$ cat src/rtl/tpu_host_pkg.sv
// Shared types and constants for the 2x2 TPU host driver.
// States, pin bit positions and parameter defaults.
package tpu_host_pkg;

  localparam int N_OPERAND_DEF = 8;
  localparam int N_RESULT_DEF  = 4;
  localparam int TIMEOUT_DEF   = 64;

  localparam int UIO_LOAD_EN    = 0;
  localparam int UIO_TRANSPOSE  = 1;
  localparam int UIO_ACTIVATION = 2;
  localparam int UIO_DONE       = 7;

  typedef enum logic [2:0] {
    IDLE,
    LOAD,
    WAIT,
    CAPTURE,
    RESP
  } state_e;

endpackage

$ cat src/rtl/tpu_host_driver_capture.sv
// Result byte capture for the TPU host driver.
// Shifts in result bytes while done is high, flags short bursts.
module tpu_result_capture
  import tpu_host_pkg::*;
#(
  parameter int N_RESULT = N_RESULT_DEF
) (
  input  logic                  clk_i,
  input  logic                  rst_i,
  input  logic                  clr_i,
  input  logic                  en_i,
  input  logic                  done_i,
  input  logic [7:0]            byte_i,
  output logic [8*N_RESULT-1:0] data_o,
  output logic                  last_o,
  output logic                  short_o
);

  localparam int RW = $clog2(N_RESULT);

  logic [RW-1:0]         ridx_q, ridx_d;
  logic [8*N_RESULT-1:0] data_q, data_d;

  // ridx != 0 means a burst has started, so a low done is a short burst
  always_comb begin
    ridx_d  = ridx_q;
    data_d  = data_q;
    last_o  = en_i & done_i & (ridx_q == RW'(N_RESULT - 1));
    short_o = en_i & ~done_i & (ridx_q != '0);
    if (clr_i) begin
      ridx_d = '0;
      data_d = '0;
    end else if (en_i & done_i) begin
      data_d[8*ridx_q +: 8] = byte_i;
      if (!last_o) begin
        ridx_d = ridx_q + 1'b1;
      end
    end
  end

  // capture state registers
  always_ff @(posedge clk_i) begin
    if (rst_i) begin
      ridx_q <= '0;
      data_q <= '0;
    end else begin
      ridx_q <= ridx_d;
      data_q <= data_d;
    end
  end

  assign data_o = data_q;

endmodule

$ cat src/rtl/tpu_host_driver.sv
// Host-side initiator for the 2x2 matmul accelerator pins.
// Loads operands, waits for done, captures and returns results.
module tpu_host_driver
  import tpu_host_pkg::*;
#(
  parameter int N_OPERAND = N_OPERAND_DEF,
  parameter int N_RESULT  = N_RESULT_DEF,
  parameter int TIMEOUT   = TIMEOUT_DEF
) (
  input  logic                   clk,
  input  logic                   rst,
  input  logic                   cmd_valid,
  output logic                   cmd_ready,
  input  logic [8*N_OPERAND-1:0] cmd_data,
  input  logic                   cmd_transpose,
  input  logic                   cmd_activation,
  output logic                   res_valid,
  input  logic                   res_ready,
  output logic [8*N_RESULT-1:0]  res_data,
  output logic                   res_error,
  output logic                   busy,
  output logic [7:0]             tpu_ui_in,
  output logic [7:0]             tpu_uio_in,
  input  logic [7:0]             tpu_uo_out,
  input  logic [7:0]             tpu_uio_out
);

  localparam int IW = $clog2(N_OPERAND);
  localparam int TW = $clog2(TIMEOUT);

  state_e                 state_q, state_d;
  logic [IW-1:0]          idx_q, idx_d;
  logic [TW-1:0]          timer_q, timer_d;
  logic [8*N_OPERAND-1:0] cmd_q, cmd_d;
  logic                   tr_q, tr_d;
  logic                   act_q, act_d;
  logic                   err_q, err_d;
  logic [7:0]             ui_q, ui_d;
  logic [7:0]             uio_q, uio_d;
  logic                   cmd_ready_q;
  logic                   busy_q;
  logic                   res_valid_q;

  logic cap_clr, cap_en, cap_last, cap_short;
  logic done;
  logic unused_uio;

  assign done       = tpu_uio_out[UIO_DONE];
  assign unused_uio = ^tpu_uio_out[6:0];

  tpu_result_capture #(
    .N_RESULT (N_RESULT)
  ) u_cap (
    .clk_i   (clk),
    .rst_i   (rst),
    .clr_i   (cap_clr),
    .en_i    (cap_en),
    .done_i  (done),
    .byte_i  (tpu_uo_out),
    .data_o  (res_data),
    .last_o  (cap_last),
    .short_o (cap_short)
  );

  // next-state and registered pin values, aligned with the next state
  always_comb begin
    state_d = state_q;
    idx_d   = idx_q;
    timer_d = timer_q;
    cmd_d   = cmd_q;
    tr_d    = tr_q;
    act_d   = act_q;
    err_d   = err_q;
    ui_d    = ui_q;
    uio_d   = uio_q;
    cap_clr = 1'b0;
    cap_en  = 1'b0;
    unique case (state_q)
      IDLE: begin
        uio_d = '0;
        if (cmd_valid && cmd_ready_q) begin
          cmd_d   = cmd_data;
          tr_d    = cmd_transpose;
          act_d   = cmd_activation;
          err_d   = 1'b0;
          cap_clr = 1'b1;
          idx_d   = '0;
          timer_d = '0;
          ui_d    = cmd_data[7:0];
          uio_d[UIO_LOAD_EN]    = 1'b1;
          uio_d[UIO_TRANSPOSE]  = cmd_transpose;
          uio_d[UIO_ACTIVATION] = cmd_activation;
          state_d = LOAD;
        end
      end
      LOAD: begin
        if (idx_q == IW'(N_OPERAND - 1)) begin
          ui_d               = '0;
          uio_d[UIO_LOAD_EN] = 1'b0;
          timer_d            = '0;
          state_d            = WAIT;
        end else begin
          idx_d = idx_q + 1'b1;
          ui_d  = cmd_q[8*idx_d +: 8];
        end
      end
      WAIT: begin
        cap_en = 1'b1;
        if (done) begin
          state_d = CAPTURE;
        end else if (timer_q == TW'(TIMEOUT - 1)) begin
          err_d   = 1'b1;
          uio_d   = '0;
          state_d = RESP;
        end else begin
          timer_d = timer_q + 1'b1;
        end
      end
      CAPTURE: begin
        cap_en = 1'b1;
        if (cap_last) begin
          uio_d   = '0;
          state_d = RESP;
        end else if (cap_short) begin
          err_d   = 1'b1;
          uio_d   = '0;
          state_d = RESP;
        end
      end
      RESP: begin
        uio_d = '0;
        if (res_ready) begin
          state_d = IDLE;
        end
      end
      default: begin
        uio_d   = '0;
        ui_d    = '0;
        state_d = IDLE;
      end
    endcase
  end

  // state, counters and registered outputs
  always_ff @(posedge clk) begin
    if (rst) begin
      state_q     <= IDLE;
      idx_q       <= '0;
      timer_q     <= '0;
      cmd_q       <= '0;
      tr_q        <= 1'b0;
      act_q       <= 1'b0;
      err_q       <= 1'b0;
      ui_q        <= '0;
      uio_q       <= '0;
      cmd_ready_q <= 1'b1;
      busy_q      <= 1'b0;
      res_valid_q <= 1'b0;
    end else begin
      state_q     <= state_d;
      idx_q       <= idx_d;
      timer_q     <= timer_d;
      cmd_q       <= cmd_d;
      tr_q        <= tr_d;
      act_q       <= act_d;
      err_q       <= err_d;
      ui_q        <= ui_d;
      uio_q       <= uio_d;
      cmd_ready_q <= (state_d == IDLE);
      busy_q      <= (state_d != IDLE);
      res_valid_q <= (state_d == RESP);
    end
  end

  assign cmd_ready  = cmd_ready_q;
  assign busy       = busy_q;
  assign res_valid  = res_valid_q;
  assign res_error  = err_q;
  assign tpu_ui_in  = ui_q;
  assign tpu_uio_in = uio_q;

endmodule

$ cat config.mk
export PLATFORM = sky130hd
export DESIGN_NAME = tpu_host_driver
export DESIGN_NICKNAME = d
export VERILOG_FILES = /design/src/rtl/tpu_host_pkg.sv /design/src/rtl/tpu_host_driver_capture.sv /design/src/rtl/tpu_host_driver.sv
export SDC_FILE = /design/constraint.sdc
export NUM_CORES = 1
export LEC_CHECK = 0
export CAP_MARGIN = 30
export CORE_ASPECT_RATIO = 1.1
export CORE_MARGIN = 5
export CORE_UTILIZATION = 49
export CTS_CLUSTER_DIAMETER = 120
export CTS_CLUSTER_SIZE = 16
export DETAILED_ROUTE_END_ITERATION = 10
export GPL_ROUTABILITY_DRIVEN = 0
export MAX_ROUTING_LAYER = met4
export PLACE_DENSITY = 0.8
export SETUP_SLACK_MARGIN = 0.4
export SYNTH_ARGS = -nofsm -noshare
export SYNTH_HDL_FRONTEND = slang
export SYNTH_HIERARCHICAL = 1
export SYNTH_SLANG_ARGS = --single-unit
export TNS_END_PERCENT = 50
$ cat constraint.sdc
create_clock -name clk -period 2.8 [get_ports clk]
set_clock_uncertainty 0.05 [all_clocks]
set_input_delay 0.42 -clock clk [delete_from_list [all_inputs] [get_ports clk]]
set_output_delay 0.42 -clock clk [all_outputs]
set_load 0.1 [all_outputs]
---- Yosys cells after proc, flatten, opt, wreduce, memory -nomap -nowiden ----
Index checks and enable logic that the tools add are counted.
word-level totals
  input port bits ......................... 86
  word-level logic and storage cells ...... 101
  register bits after elaboration ......... 130
  output and inout port bits .............. 52
cells by class
  add/subtract/negate cells ............... 4
  mux-type cells .......................... 37
  shift-type cells ........................ 3
  reductions and logical operators ........ 19
  bitwise logic cells ..................... 8
  equality and inequality tests ........... 17
operator list
  kind                                                                     number
  64-bit by 7-bit variable part select with 8-bit output                   1
  8-bit two-way mux                                                        6
  5-bit negation with 34-bit output                                        1
  8-bit by 34-bit variable shift with 32-bit output, first input constant  1
  8-bit by 34-bit variable part select with 32-bit output                  1
  32-bit bitwise mux                                                       1
  3-bit two-way mux                                                        10
  7-bit case mux with 4 select lines                                       1
  6-bit two-way mux                                                        4
  8-bit case mux with 3 select lines                                       1
  6-bit case mux with 3 select lines                                       1
  2-bit != test, second input constant                                     8
  3-bit case mux with 5 select lines                                       1
  3-bit equality test, second input constant                               3
  1-bit two-way mux                                                        9
  3-bit nonzero test                                                       3
  4-bit AND reduction                                                      2
  6-bit by 1-bit adder with 6-bit output, second input constant            1
  3-bit by 2-bit equality test with 1-bit output, second input constant    2
  6-bit equality test, second input constant                               1
  3-bit logical NOT                                                        2
  3-bit case mux with 2 select lines                                       1
  2-bit AND reduction                                                      3
  6-bit AND reduction                                                      1
  15 further kinds                                                         23

---- Longest topological paths before layout ----
Gate-level depths: netlist of the first run.
  depth in word-level cells ............... 9
  depth in mapped cells ................... 9
  mapped depth without buffers ............ 8

---- Hierarchy ----
Netlist of the first run, hierarchy kept.
modules (own cells, without submodules)
  module              instances  area each (sq um)  seq. area each (sq um)  cells each
  tpu_host_driver     1          3947.5             1821.7                  476
  tpu_result_capture  1          1386.3             680.7                   121

---- Worst setup path after synthesis of the first run ----
OpenSTA, ideal clock, no wires.
  path type ............................... register -> register
  from .................................... register cmd_ready_q, in the netlist cmd_ready
  to ...................................... register u_cap.data_q[16], in the netlist u_cap/data_o[16]
  stages on the path, launching flop included .. 9
  data arrival time ....................... 2.348 ns
  path buffers ............................ 2
  path slack .............................. 0.284 ns
  data required time ...................... 2.632 ns
  period minus slack after synthesis ...... 2.516 ns
  library setup time ...................... 0.118 ns
  cells stage by stage .................... dfxtp_1 -> nand2_1 -> or3_4 -> inv_4 -> buf_4 -> nor2_1 -> and4_1 -> buf_2 -> a22o_1
between the ends
  word-level cells in the longest chain between the ends .. 4
ends and longest elaborated chain
  item                                 RTL line                       text
  start, declared                      tpu_host_driver.sv:40          logic cmd_ready_q;
  start signal, assigned               tpu_host_driver.sv:169         cmd_ready_q <= (state_d == IDLE);
  1-bit logical AND                    tpu_host_driver.sv:81          if (cmd_valid && cmd_ready_q) begin
  1-bit two-way mux                    tpu_host_driver.sv:81
  1-bit two-way mux                    tpu_host_driver.sv:78          unique case (state_q)
  net cap_clr                          tpu_host_driver.sv:44          logic cap_clr, cap_en, cap_last, cap_short;
  2-bit OR reduction (no source line)  --
  end signal, assigned                 tpu_host_driver_capture.sv:48  data_q <= data_d;
  end, declared                        tpu_host_driver_capture.sv:22  logic [8*N_RESULT-1:0] data_q, data_d;
The timed path passes the listed nets, and every way through them passes these cells.
A chain may end at the register's enable or synchronous reset.

---- Worst setup path after layout of the first run ----
  from .................................... register u_cap.ridx_q[0]
  to ...................................... register busy_q, in the netlist busy
between the ends
  word-level cells in the longest chain between the ends .. 6
  elaborated cells on any way between the ends .. 8
  those cells by class .................... eq/ne (1); mux (3); bitwise (2); reduce/logical (2)
ends and longest elaborated chain
  item                                RTL line                       text
  start, declared                     tpu_host_driver_capture.sv:21  logic [RW-1:0] ridx_q, ridx_d;
  start signal, assigned              tpu_host_driver_capture.sv:47  ridx_q <= ridx_d;
  2-bit nonzero test                  tpu_host_driver_capture.sv:29  short_o = en_i & ~done_i & (ridx_q != '0);
  1-bit AND                           tpu_host_driver_capture.sv:29
  net cap_short                       tpu_host_driver.sv:44
  3-bit two-way mux                   tpu_host_driver.sv:124         end else if (cap_short) begin
  3-bit two-way mux                   tpu_host_driver.sv:121         if (cap_last) begin
  3-bit case mux with 5 select lines  tpu_host_driver.sv:78
  3-bit nonzero test                  tpu_host_driver.sv:170         busy_q <= (state_d != IDLE);
  end signal, assigned                tpu_host_driver.sv:170
  end, declared                       tpu_host_driver.sv:41          logic busy_q;
The timed path passes the listed nets, and every way through them passes these cells.

==> key figures, run 1 <==
Status
  – Status: finished, final reports clean

Setup path
  – Crit path kind: register to register
  – Startpoint types: register
  – Critical Path End Type: register
  – Worst Path Required: 3.03 ns
  – Max FO, Critical Path: 6
  – Worst path arrival time: between 2 and 3 ns

STA
  – Final hold violations: 0
  – Post-Route Setup TNS: 0 ns
  – FMAX: roughly 0.44 GHz
  – Hold_ws: 0.380 ns
  – RSZ-0062 raised after global routing: yes
  – Max Slew Vio Count: 0
  – Least-Margin Pin Slew: between 0.8 and 0.9 ns
  – Final setup fails: 0
  – Period minus WS final: roughly 2.3 ns
  – Slew headroom: a little over two fifths
  – Final worst path period share: ~81%

Yosys
  – Mapped Cells: just under 600
  – Sequential share of the synthesized area: a little under half
  – Most common library cells after synthesis: nand2_1, dfxtp_1, a21oi_1
  – Leading area contributor after synthesis: dfxtp_1
  – Distinct cells, synth: between 50 and 60
  – YS warnings: 6
  – Synthesized area per cell: approximately 9 sq um
  – Synth Cell Area: ~5300 sq um
  – Number of synthesized flops with an enable pin: 0
  – Most frequent cell after synthesis: nand2_1
  – Synth Register Bits: about 130
  – Ranking of synthesized cells by area: dfxtp_1, nand2_1, a21oi_1, mux2i_1, mux4_2
  – Ys flop type: dfxtp_1
  – Post-synthesis async set-or-reset flop share: 0%
  – Post-synth top area share: between 40% and 50%

Floorplanning
  – Starting Density: about half
  – Num ports: 138
  – Die ar.: 13100 sq um
  – Rows: 40
  – Core box area: 10800 sq um
  – Die height: ~120 um
  – Die W: between 100 and 150 um

Detailed routing
  – DRT antenna net count: 0
  – # DRC: 0
  – Avg WL per Cell: around 16 um
  – Detailed Routing Iterations Pass 1: 5
  – Routed wire length: ~14 mm
  – Starting DRT DRC Count: ~230
  – Vias/cell: 5.54
  – Vias: between 4000 and 5000

Clock tree
  – Longest Clk Path Bufs: 2
  – Clk slew on worst S/H paths: approximately 0.05 ns
  – Root Buffer: clkbuf_16
  – Clock Sinks: 125
  – Clk_lat worst skew: 0.41 ns
  – H-tree levels: 4
  – CTS tree: yes
  – Num CTS Buffers: 17
  – Post-CTS setup buffers: 0
  – Post-cts resize count: 1
  – Post-CTS Hold Fix Bufs: 0

Place
  – Buffers on Ports: about 130
  – HPWL Detailed: 9.84 mm
  – Dpl cells: roughly 840

Layout
  – Final Non-Filler Cells: about 860
  – Area of the multi-input gates: between 2000 and 3000 sq um
  – Final net count: about 800
  – Fillers: slightly above 900
  – Syn-to-layout area delta: 31.5%
  – Storage cell area: 2500 sq um
  – Fraction of layout cells with a size suffix above 1: between 15 and 20%
  – Diode count: 0

GRT
  – Largest net degree at the start of global routing: 86
  – Antenna violations before repair: 0
  – Vias in the first global route: approximately 4600
  – Grt total ovfl: 0
  – GRT Resource Usage Total: around 22%
  – Global-route wire length before repair: between 20 and 25 mm

Job
  – Max Cap Viol: 0

Pwr
  – Total Power: about 0.0046 W
  – Power per standard cell area: about 660 nW/um^2
  – Leakage dissipation: 2.70 nW
  – VDD IR max: 351 uV

Min path
  – Hold Path Class: input port to register
-- registers in the layout, summed over array words and instances (netlist names) --
| register | count |
|---|---|
| u_cap/data_o | 32 |
| timer_q | 6 |
| res_error | 1 |
| u_cap/ridx_q | 2 |
| busy | 1 |
| cmd_ready | 1 |
| tpu_ui_in | 8 |
| state_q | 3 |
| res_valid | 1 |
| idx_q | 3 |
| cmd_q | 64 |
| tpu_uio_in | 3 |
-- layout make-up --
type                            count  share of cell area, %
Tap cell                          147                   2.62
Clock inverter                      7                  0.963
Clock buffer                       21                   6.71
Timing Repair Buffer              131                   16.9
Inverter                            6                  0.357
Sequential cell                   125                   35.7
Multi-Input combinational cell    426                   36.7
-- worst paths after layout --
kind	cells after the start	slack, ns	endpoint	from
setup / recovery	8	0.53	busy$_SDFF_PP0_	u_cap/ridx_q[0]$_SDFFE_PP0P_
hold / removal	3	0.38	res_valid$_SDFF_PP0_	rst
setup reg to reg	8	0.53	busy$_SDFF_PP0_	u_cap/ridx_q[0]$_SDFFE_PP0P_
hold reg to reg	2	0.40	cmd_q[62]$_SDFFE_PP0P_	cmd_q[62]$_SDFFE_PP0P_
-- layer usage --
metal / global-route usage, % / part of all wire, %
met1: 27.7 / 43
met4: 7.64 / 1.8
met2: 35.2 / 48
met5: - / 0
met3: 6.29 / 7.3
-- critical path, stage by stage, from the launching register on --
cell and delay (ns):
dfxtp_1 0.47, inv_2 0.15, ha_1 0.33, nor3b_2 0.24, o21ai_0 0.11, nand2_1 0.09, a21oi_1 0.08, o21a_1 0.24
or3_1 0.36
-- cells by family (layout without fill, tap and decap cells) --
kind of cell / count (synthesis) / count (layout) / share of synthesized area [%]
other: 1 / 5 / 0.0703
xor gates and xnor gates: 1 / 1 / 0.164
DFF: 125 / 125 / 46.9
buffers and inverters: 50 / 165 / 5.35
and+or+nand+nor: 236 / 236 / 19.8
AOI/OAI and AO/OA: 142 / 142 / 18.0
muxes: 33 / 33 / 7.67
adders and majority gates: 9 / 9 / 2.11
-- where the power goes --
group / internal [W] / switching [W]
Clock: 0.00126 / 0.000731
Sequential: 0.00187 / 0.0000500
Combinational: 0.000256 / 0.000437
Total: 0.00339 / 0.00122
-- layout by cell type, fill, tap and decap left out, drive strengths merged, types with 9 or more instances in the layout --
cell type	instances
nand2	164
mux2i	24
ha	9
clkbuf	21
buf	54
a22o	15
a21oi	75
dfxtp	125
clkdlybuf4s50	77
nor2	23
-- stage by stage --
| stage | worst slack (ns) | utilization [%] | area (sq um) |
|---|---|---|---|
| 2_1_floorplan | 0.617 | - | 5350 |
| 3_3_place_gp | 0.367 | 59.8 | 6460 |
| 5_1_grt | 0.395 | 64.9 | 7010 |
| 4_1_cts | 0.467 | 64.8 | 7000 |
| 3_5_place_dp | 0.326 | 59.8 | 6460 |
| 6_report | 0.533 | 64.9 | 7010 |
No activity file was read; power rests on OpenSTA's default activity.
==> run 2: changes to the inputs <==
==> constraint.sdc (replaced) <==
create_clock -name clk -period 2.15 [get_ports clk]
set_clock_uncertainty 0.05 [all_clocks]
set_input_delay 0.3225 -clock clk [delete_from_list [all_inputs] [get_ports clk]]
set_output_delay 0.3225 -clock clk [all_outputs]
set_load 0.1 [all_outputs]
==> run 2 against run 1 <==
  * Die area is the same
  * Hold slack worse by 0.21 ns
  * Global-route usage increased by 2.2 points
  * Combinational power increased by 54%
==> key figures, run 2 (synthesized netlist as in run 1, its figures left out) <==
Status
  – Status: finished, final reports clean

Detailed routing
  – Routed wire length: approximately 16 mm
  – Vias/cell: 5.56
  – Max layer used: met4
  – WL met2: 8.26 mm
  – Metal-1 WL: ~6.3 mm
  – Avg WL per Cell: ~18 um
  – Met3 WL: between 1 and 1.5 mm
  – Starting DRT DRC Count: 362
  – Vias: ~5100
  – Detailed Routing Iterations Pass 1: 5
  – DRT antenna net count: 0
  – # DRC: 0

STA
  – RSZ-0062 raised after global routing: yes
  – Least-Margin Pin Slew: between 0.8 and 0.9 ns
  – Final setup fails: 0
  – Period minus WS final: between 2 and 2.5 ns
  – Post-Route Setup TNS: 0 ns
  – Max Slew Vio Count: 0
  – Slew headroom: 42.7%
  – Final worst path period share: between 90% and 100%
  – FMAX: about 0.48 GHz
  – Hold_ws: 0.173 ns
  – Final hold violations: 0

Pwr
  – Power per standard cell area: around 840 nW/um^2
  – Seq pwr share: 38.4%
  – Clk pwr share: approximately 45%
  – Combinational share of power: between 10% and 20%
  – Total Power: 0.00648 W
  – Switch share: 26.3%
  – Int Power: 0.00478 W
  – Leakage dissipation: 3.03 nW
  – VDD IR max: about 580 uV
  – Psw: 0.00171 W

Layout
  – Top reg by flops: cmd_q
  – Max FFs per register: 64
  – Fraction of layout cells with a size suffix above 1: 25.3%
  – Area of the multi-input gates: ~2800 sq um
  – Commonest non-fill, non-tap cell in the layout: nand2_1
  – Final net count: about 850
  – Diode count: 0
  – Fillers: ~760
  – Storage cell area: 2520 sq um
  – Most frequent cells in the layout: nand2_1, dfxtp_1, buf_4
  – Design area: between 7000 and 8000 sq um
  – Core Util, Final: a little under three quarters
  – Syn-to-layout area delta: 45.2%

Place
  – HPWL Detailed: between 10 and 15 mm
  – Placed Area: between 6000 and 7000 sq um
  – Buffers on Ports: 125

Floorplanning
  – Starting Density: between 40% and 50%
  – Die ar.: 13100 sq um
  – Num ports: ~140
  – Die height: 119 um
  – Die W: about 110 um
  – Core box area: between 10000 and 15000 sq um
  – Rows: 40

GRT
  – Grt total ovfl: 0
  – Global-route wire length before repair: between 20 and 25 mm
  – Vias in the first global route: about 5100
  – GRT Resource Usage Total: roughly 25%
  – Largest net degree at the start of global routing: 84
  – Antenna violations before repair: 0

Setup path
  – CP peak stage delay: roughly 0.52 ns
  – Reg2reg end: tpu_ui_in[4]$_SDFFE_PP0P_
  – Crit path kind: register to register
  – Max FO, Critical Path: 4
  – Worst Path Required: 2.35 ns
  – Reg2reg path depth: 5
  – Buf+Inv Stages, Crit Path: 0
  – Startpoint types: register
  – Critical Path End Type: register
  – Cell family with most CP delay: multiplexers
  – Worst path arrival time: 2.28 ns
  – Worst path cell trace: ha_4, mux4_2, mux2_2, a222oi_1, nor2_1
  – CP max-delay cell: mux4_2
  – R2r setup slk: slightly below 0.08 ns
  – Worst r2r src: idx_q[0]$_SDFFE_PP0P_

Clock tree
  – CTS tree: yes
  – H-tree levels: 4
  – Clk_lat worst skew: 0.41 ns
  – Longest Clk Path Bufs: 2
  – Clock Sinks: roughly 130
  – Root Buffer: clkbuf_16
  – Num CTS Buffers: 17
  – Clk slew on worst S/H paths: approximately 0.06 ns

Job
  – Max Cap Viol: 0

Min path
  – Cell depth of the worst hold path: 2
  – Hold Path End: tpu_uio_in[2]$_SDFFE_PP0P_
  – Hold wc startpoint: rst
  – Hold Path Class: input port to register
run 2: worst max path at each step:
stage	from	to	slack, ns	cells after the start
detailed placement	cmd_valid	tpu_ui_in[4]$_SDFFE_PP0P_	-0.14	7
CTS	idx_q[0]$_SDFFE_PP0P_	tpu_ui_in[6]$_SDFFE_PP0P_	0.10	5
finish	idx_q[0]$_SDFFE_PP0P_	tpu_ui_in[4]$_SDFFE_PP0P_	0.08	5
floorplan	cmd_ready$_SDFF_PP1_	u_cap/data_o[16]$_SDFFE_PP0P_	0.17	8
global route	idx_q[0]$_SDFFE_PP0P_	tpu_ui_in[6]$_SDFFE_PP0P_	0.06	6
global placement	cmd_valid	u_cap/data_o[16]$_SDFFE_PP0P_	-0.06	8
run 2: final cells by class:
| class | count | area share, % |
|---|---|---|
| well taps | 147 | 2.38 |
| flip-flops and latches | 125 | 32.5 |
| repair buffers | 178 | 21.2 |
| clock inverters | 10 | 1.76 |
| inverters | 6 | 0.420 |
| multi-input cells | 426 | 35.6 |
| clock buffers | 22 | 6.12 |
run 2: power groups by stage:
stage | sequential (W) | clock (W) | combinational, W
after floorplan | 0.00268 | 0 | 0.000478
final | 0.00249 | 0.00292 | 0.00107
after detailed placement | 0.00254 | 0 | 0.000925
after CTS | 0.00249 | 0.00295 | 0.000983
after global routing | 0.00250 | 0.00305 | 0.00113
after global placement | 0.00253 | 0 | 0.000912
run 2: worst register-to-register path, stage by stage (launching register included):
cell      delay, ns
dfxtp_2        0.34
ha_4           0.32
mux4_2         0.52
mux2_2         0.27
a222oi_1       0.32
nor2_1         0.09
run 2: per-layer routing:
metal	global-route usage, %	up-vias
met4	8.03	0
met3	6.12	32
met2	41.8	250
met1	28.1	2399
li1	-	2399
met5	-	-
run 2: timing repair:
item / 4_1_cts / 5_1_grt
pin swaps: 22 / 14
setup endpoints to repair: 117 / 118
hold buffers: 0 / 0
setup buffers: 9 / 16
resized for setup: 43 / 37
run 2: per-stage QoR:
stage	cells	setup slack, ns
after floorplan	601	0.167
final	914	0.0795
after global placement	857	-0.0622
after CTS	898	0.103
after detailed placement	857	-0.142
after global routing	914	0.0629
